### config.mk
export PLATFORM = sky130hd
export DESIGN_NAME = seq_shifter
export DESIGN_NICKNAME = d
export VERILOG_FILES = /design/src/rtl/seq_shifter.sv
export SDC_FILE = /design/constraint.sdc
export NUM_CORES = 1
export LEC_CHECK = 0
export ABC_AREA = 1
export CAP_MARGIN = 20
export CORE_ASPECT_RATIO = 1.4
export CORE_MARGIN = 1.5
export CORE_UTILIZATION = 35
export CTS_CLUSTER_SIZE = 28
export DETAILED_ROUTE_END_ITERATION = 10
export DONT_BUFFER_PORTS = 1
export PLACE_DENSITY = 0.49
export SYNTH_ARGS = -nofsm -noshare
export SYNTH_HDL_FRONTEND = slang
export SYNTH_SLANG_ARGS = --single-unit
export TNS_END_PERCENT = 10
### constraint.sdc
create_clock -name clk -period 1.2 [get_ports clk]
set_input_delay 0.24 -clock clk [delete_from_list [all_inputs] [get_ports clk]]
set_output_delay 0.24 -clock clk [all_outputs]
set_load 0.05 [all_outputs]
### src/rtl/seq_shifter.sv
// Multi-cycle shifter: one bit position per clock over a start/busy/done handshake.
// Supports logical/arithmetic shifts, rotates, pass-through and clear.
module seq_shifter #(
  parameter int unsigned WIDTH   = 16,
  parameter int unsigned SHAMT_W = $clog2(WIDTH)
) (
  input  logic               clk,
  input  logic               rst_n,
  input  logic               start,
  input  logic [WIDTH-1:0]   din,
  input  logic [SHAMT_W-1:0] amt,
  input  logic [2:0]         mode,
  output logic [WIDTH-1:0]   result,
  output logic               cout,
  output logic               busy,
  output logic               done
);

  localparam logic [2:0] MODE_SLL  = 3'b000;
  localparam logic [2:0] MODE_PASS = 3'b001;
  localparam logic [2:0] MODE_SRL  = 3'b010;
  localparam logic [2:0] MODE_SRA  = 3'b100;
  localparam logic [2:0] MODE_ROL  = 3'b101;
  localparam logic [2:0] MODE_ROR  = 3'b110;

  typedef enum logic {
    IDLE  = 1'b0,
    SHIFT = 1'b1
  } state_t;

  state_t             state, state_d;
  logic [WIDTH-1:0]   work, work_d;
  logic [2:0]         mode_q, mode_d;
  logic [SHAMT_W-1:0] cnt, cnt_d;
  logic               last, last_d;
  logic [WIDTH-1:0]   result_d;
  logic               cout_d;
  logic               busy_d;
  logic               done_d;

  // State and datapath registers
  always_ff @(posedge clk or negedge rst_n) begin
    if (!rst_n) begin
      state  <= IDLE;
      work   <= '0;
      mode_q <= '0;
      cnt    <= '0;
      last   <= 1'b0;
      result <= '0;
      cout   <= 1'b0;
      busy   <= 1'b0;
      done   <= 1'b0;
    end else begin
      state  <= state_d;
      work   <= work_d;
      mode_q <= mode_d;
      cnt    <= cnt_d;
      last   <= last_d;
      result <= result_d;
      cout   <= cout_d;
      busy   <= busy_d;
      done   <= done_d;
    end
  end

  // Next-state and datapath logic
  always_comb begin
    state_d  = state;
    work_d   = work;
    mode_d   = mode_q;
    cnt_d    = cnt;
    last_d   = last;
    result_d = result;
    cout_d   = cout;
    done_d   = 1'b0;

    case (state)
      IDLE: begin
        if (start) begin
          mode_d  = mode;
          last_d  = 1'b0;
          state_d = SHIFT;
          case (mode)
            MODE_SLL, MODE_SRL, MODE_SRA, MODE_ROL, MODE_ROR: begin
              work_d = din;
              cnt_d  = amt;
            end
            MODE_PASS: begin
              work_d = din;
              cnt_d  = '0;
            end
            default: begin
              work_d = '0;
              cnt_d  = '0;
            end
          endcase
        end
      end
      SHIFT: begin
        if (cnt != '0) begin
          cnt_d = cnt - SHAMT_W'(1);
          // last captures the bit leaving the word (or wrapping, for rotates)
          case (mode_q)
            MODE_SLL: begin
              work_d = {work[WIDTH-2:0], 1'b0};
              last_d = work[WIDTH-1];
            end
            MODE_SRL: begin
              work_d = {1'b0, work[WIDTH-1:1]};
              last_d = work[0];
            end
            MODE_SRA: begin
              work_d = {work[WIDTH-1], work[WIDTH-1:1]};
              last_d = work[0];
            end
            MODE_ROL: begin
              work_d = {work[WIDTH-2:0], work[WIDTH-1]};
              last_d = work[WIDTH-1];
            end
            MODE_ROR: begin
              work_d = {work[0], work[WIDTH-1:1]};
              last_d = work[0];
            end
            default: begin
              work_d = work;
              last_d = last;
            end
          endcase
        end else begin
          result_d = work;
          cout_d   = last;
          done_d   = 1'b1;
          state_d  = IDLE;
        end
      end
      default: state_d = IDLE;
    endcase

    busy_d = (state_d == SHIFT);
  end

endmodule
==> impl_metrics.yaml <==
die:
  die_h_um: 98.2
  placementRows: 34
  start_util_pct: 36.2
  die_area_sq_um: 6970
  die_w_um: 71.0
  core-area_sq_um: 6250
  io_pins: 45
worst_setup_path:
  crit_path_end: "last"
  startpoint: "cnt[0]"
  reg2reg_from: "cnt[0]"
  reg2reg_to: "last"
  reg2reg_depth: 9
  r2r_slack_ns: -0.11
  worstPathRequired_ns: 1.39
  critPathCaptureType: "flop"
  worst-setup-path-type: "flop to flop"
  cp_max_fo: 23
  arrival_ns: 1.50
  crit_path_start_kind: "flop"
clock_network:
  cts_buffers: 5
  cts_tree: "done"
  clock_path_buffers: 2
  clkSinkCount: 43
  clk-insertion-delay-late_ns: 0.29
  clk_pin_slew_ns: 0.08
  cts_setup_buffers: 0
  cts-htree-levels: 2
  cts_root_buf: "clkbuf_8"
grt:
  grt_max_degree: 44
  grt_pass1_wl_um: 9170
  grt.total_usage_pct: 16.6
  grt_antenna_before_repair: 0
  grt_pass1_vias: 1933
  grt_overflow: 0
job:
  maxCapViolCount: 0
sta:
  finalCriticalPeriod_ns: 1.31
  min_period_over_period_pct: 109
  hold_viol_final: 43
  setup_viol: 38
  rsz0062_at_grt: "yes"
  drv_slew: 0
  clock.fmax_mhz: 764
  clock_skew_ns: 0.00451
  relSlewSlack_pct: 68.3
  worst_slew_pin_slew_ns: 0.475
  setup-tns-final_ns: -2.17
  hold_ws_ns: -0.370
  setup_slack_ns: -0.109
power:
  peakVddDrop_v: 0.00126
  power.density_nw_per_um2: 3290
  p_leak_nw: 1.46
finish:
  area_delta_synth_final_pct: 17.7
  fin_cells: 406
  nets: 362
  drive_above_1_share_pct: 22.8
  antenna_cells: 0
  fillers: 658
  utilization_pct: 42.6
synthesis:
  avgSynthCellArea_sq_um: 7.21
  synth_cells: 314
  ys_warn_count: 0
  syn-num-nets: 342
  ys_types: 21
  yosysSeqAreaShare_pct: 47.5
  synth.ff_latch_count: 43
  syn-cell-area_sq_um: 2260
hold_path:
  hold_path.class: "primary input to asynchronous set/reset pin"
drt:
  drt-wirelength-per-cell_um: 13.1
  via_count: 1943
  drtAntennaViolNets: 0
  dr.pass1.iters: 4
  drt_wl_total_um: 5300
  drc: 0
  avgViaCountPerCell: 4.79
  dr.first_iter.drc_count: 107
place:
  port_buffers: 0
  place_congestion: 0.798
  pre_cts_ws_ns: -0.132
  dp_hpwl_um: 3830
  dpl.cell_count: 398
run_status:
  failed_checks: "hold timing, setup timing"
  status: "finished, violations left"
==> what timing repair did <==
action	CTS	global route
gates resized for setup	15	24
hold endpoints to repair	43	43
pin swaps	2	1
cloned	1	0
endpoints found under the setup margin	42	53
==> through the flow <==
step | power (mW) | instance area, sq um
6_report | 8.77 | 2660
5_1_grt | 9.61 | 2660
4_1_cts | 8.63 | 2610
3_5_place_dp | 7.46 | 2490
3_3_place_gp | 7.39 | 2490
2_1_floorplan | 6.33 | 2280
==> worst min-delay path by stage <==
| stage | end | slack, ns |
|---|---|---|
| floorplan | cnt[0] | -0.06 |
| global placement | work[4] | -0.05 |
| detailed placement | result[3] | -0.05 |
| CTS | result[12] | -0.38 |
| global route | result[10] | -0.39 |
| finish | result[2] | -0.37 |
==> layout by cell type, fill, tap and decap left out <==
| cell | instances |
|---|---|
| nand3b_1 | 1 |
| o21ai_2 | 1 |
| dfrtp_1 | 29 |
| buf_12 | 2 |
| nand2_2 | 6 |
| dfrtp_2 | 14 |
| buf_6 | 1 |
| nand3_4 | 1 |
| ha_2 | 1 |
| buf_4 | 21 |
| inv_1 | 40 |
| clkinv_2 | 1 |
| a21oi_1 | 14 |
| nand2_1 | 98 |
| clkbuf_8 | 6 |
| a21oi_2 | 6 |
| nor3_1 | 1 |
| inv_2 | 9 |
| nor2_2 | 4 |
| o21ai_0 | 21 |
| nand3_1 | 22 |
| o21ai_1 | 2 |
| nand4_1 | 3 |
| nor2_1 | 27 |
| nand2_4 | 2 |
| ha_4 | 1 |
==> power breakdown <==
group	switching (mW)	internal [mW]	total (mW)
logic	2.44	1.73	4.17
clock network	0.501	0.452	0.954
registers	1.44	2.20	3.64
total	4.39	4.38	8.77
==> metal layers <==
metal  part of all wire [%]  vias to the layer above  GRT usage (%)
li1                       -                     1004              -
met1                     46                      897           21.3
met2                     49                       37           27.1
met3                    3.8                        5           4.02
met4                    1.6                        0           5.81
met5                      0                        -              0
==> cell usage after synthesis, drive strengths merged <==
cell type / instances / share of area (%)
nand2: 106 / 18
buf: 7 / 2.5
nand4: 3 / 0.83
nor3: 1 / 0.22
inv: 49 / 8.1
nor2: 31 / 5.1
dfrtp: 43 / 48
clkbuf: 4 / 0.66
nand3: 23 / 5.6
a21oi: 20 / 4.4
nand3b: 1 / 0.33
o21ai: 24 / 5.5
ha: 2 / 1.1
==> critical path: stages, from the launching register on <==
cell      delay, ns
dfrtp_1        0.39
inv_2          0.09
ha_4           0.13
nand2_2        0.05
inv_2          0.07
nand2_4        0.06
nand3_4        0.09
buf_12         0.16
nand3b_1       0.11
nand2_1        0.05
==> flip-flops by register name (all words and copies together), names as in the netlist <==
register,count
mode_q,3
last,1
work,16
done,1
state,1
result,16
cnt,4
cout,1
==> area by class of cell <==
cell class | count | area [sq um] | share of cell area (%)
Multi-Input combinational cell | 211 | 1000 | 37.5
Clock buffer | 6 | 82.6 | 3.10
Tap cell | 72 | 90.1 | 3.38
Clock inverter | 1 | 5.00 | 0.188
Inverter | 49 | 184 | 6.90
Sequential cell | 43 | 1090 | 41.1
Timing Repair Buffer | 24 | 209 | 7.84
==> logic make-up (layout without fill, tap and decap cells) <==
logic type	count (synthesis)	in the layout	synth area share [%]
AND/OR/NAND/NOR	165	165	30.2
buffers and inverters	60	80	11.3
AO/OA/AOI/OAI	44	44	9.90
flip-flops	43	43	47.5
adder cells (fa/ha/maj)	2	2	1.11
Note: power is estimated with default switching activity, not from simulation.
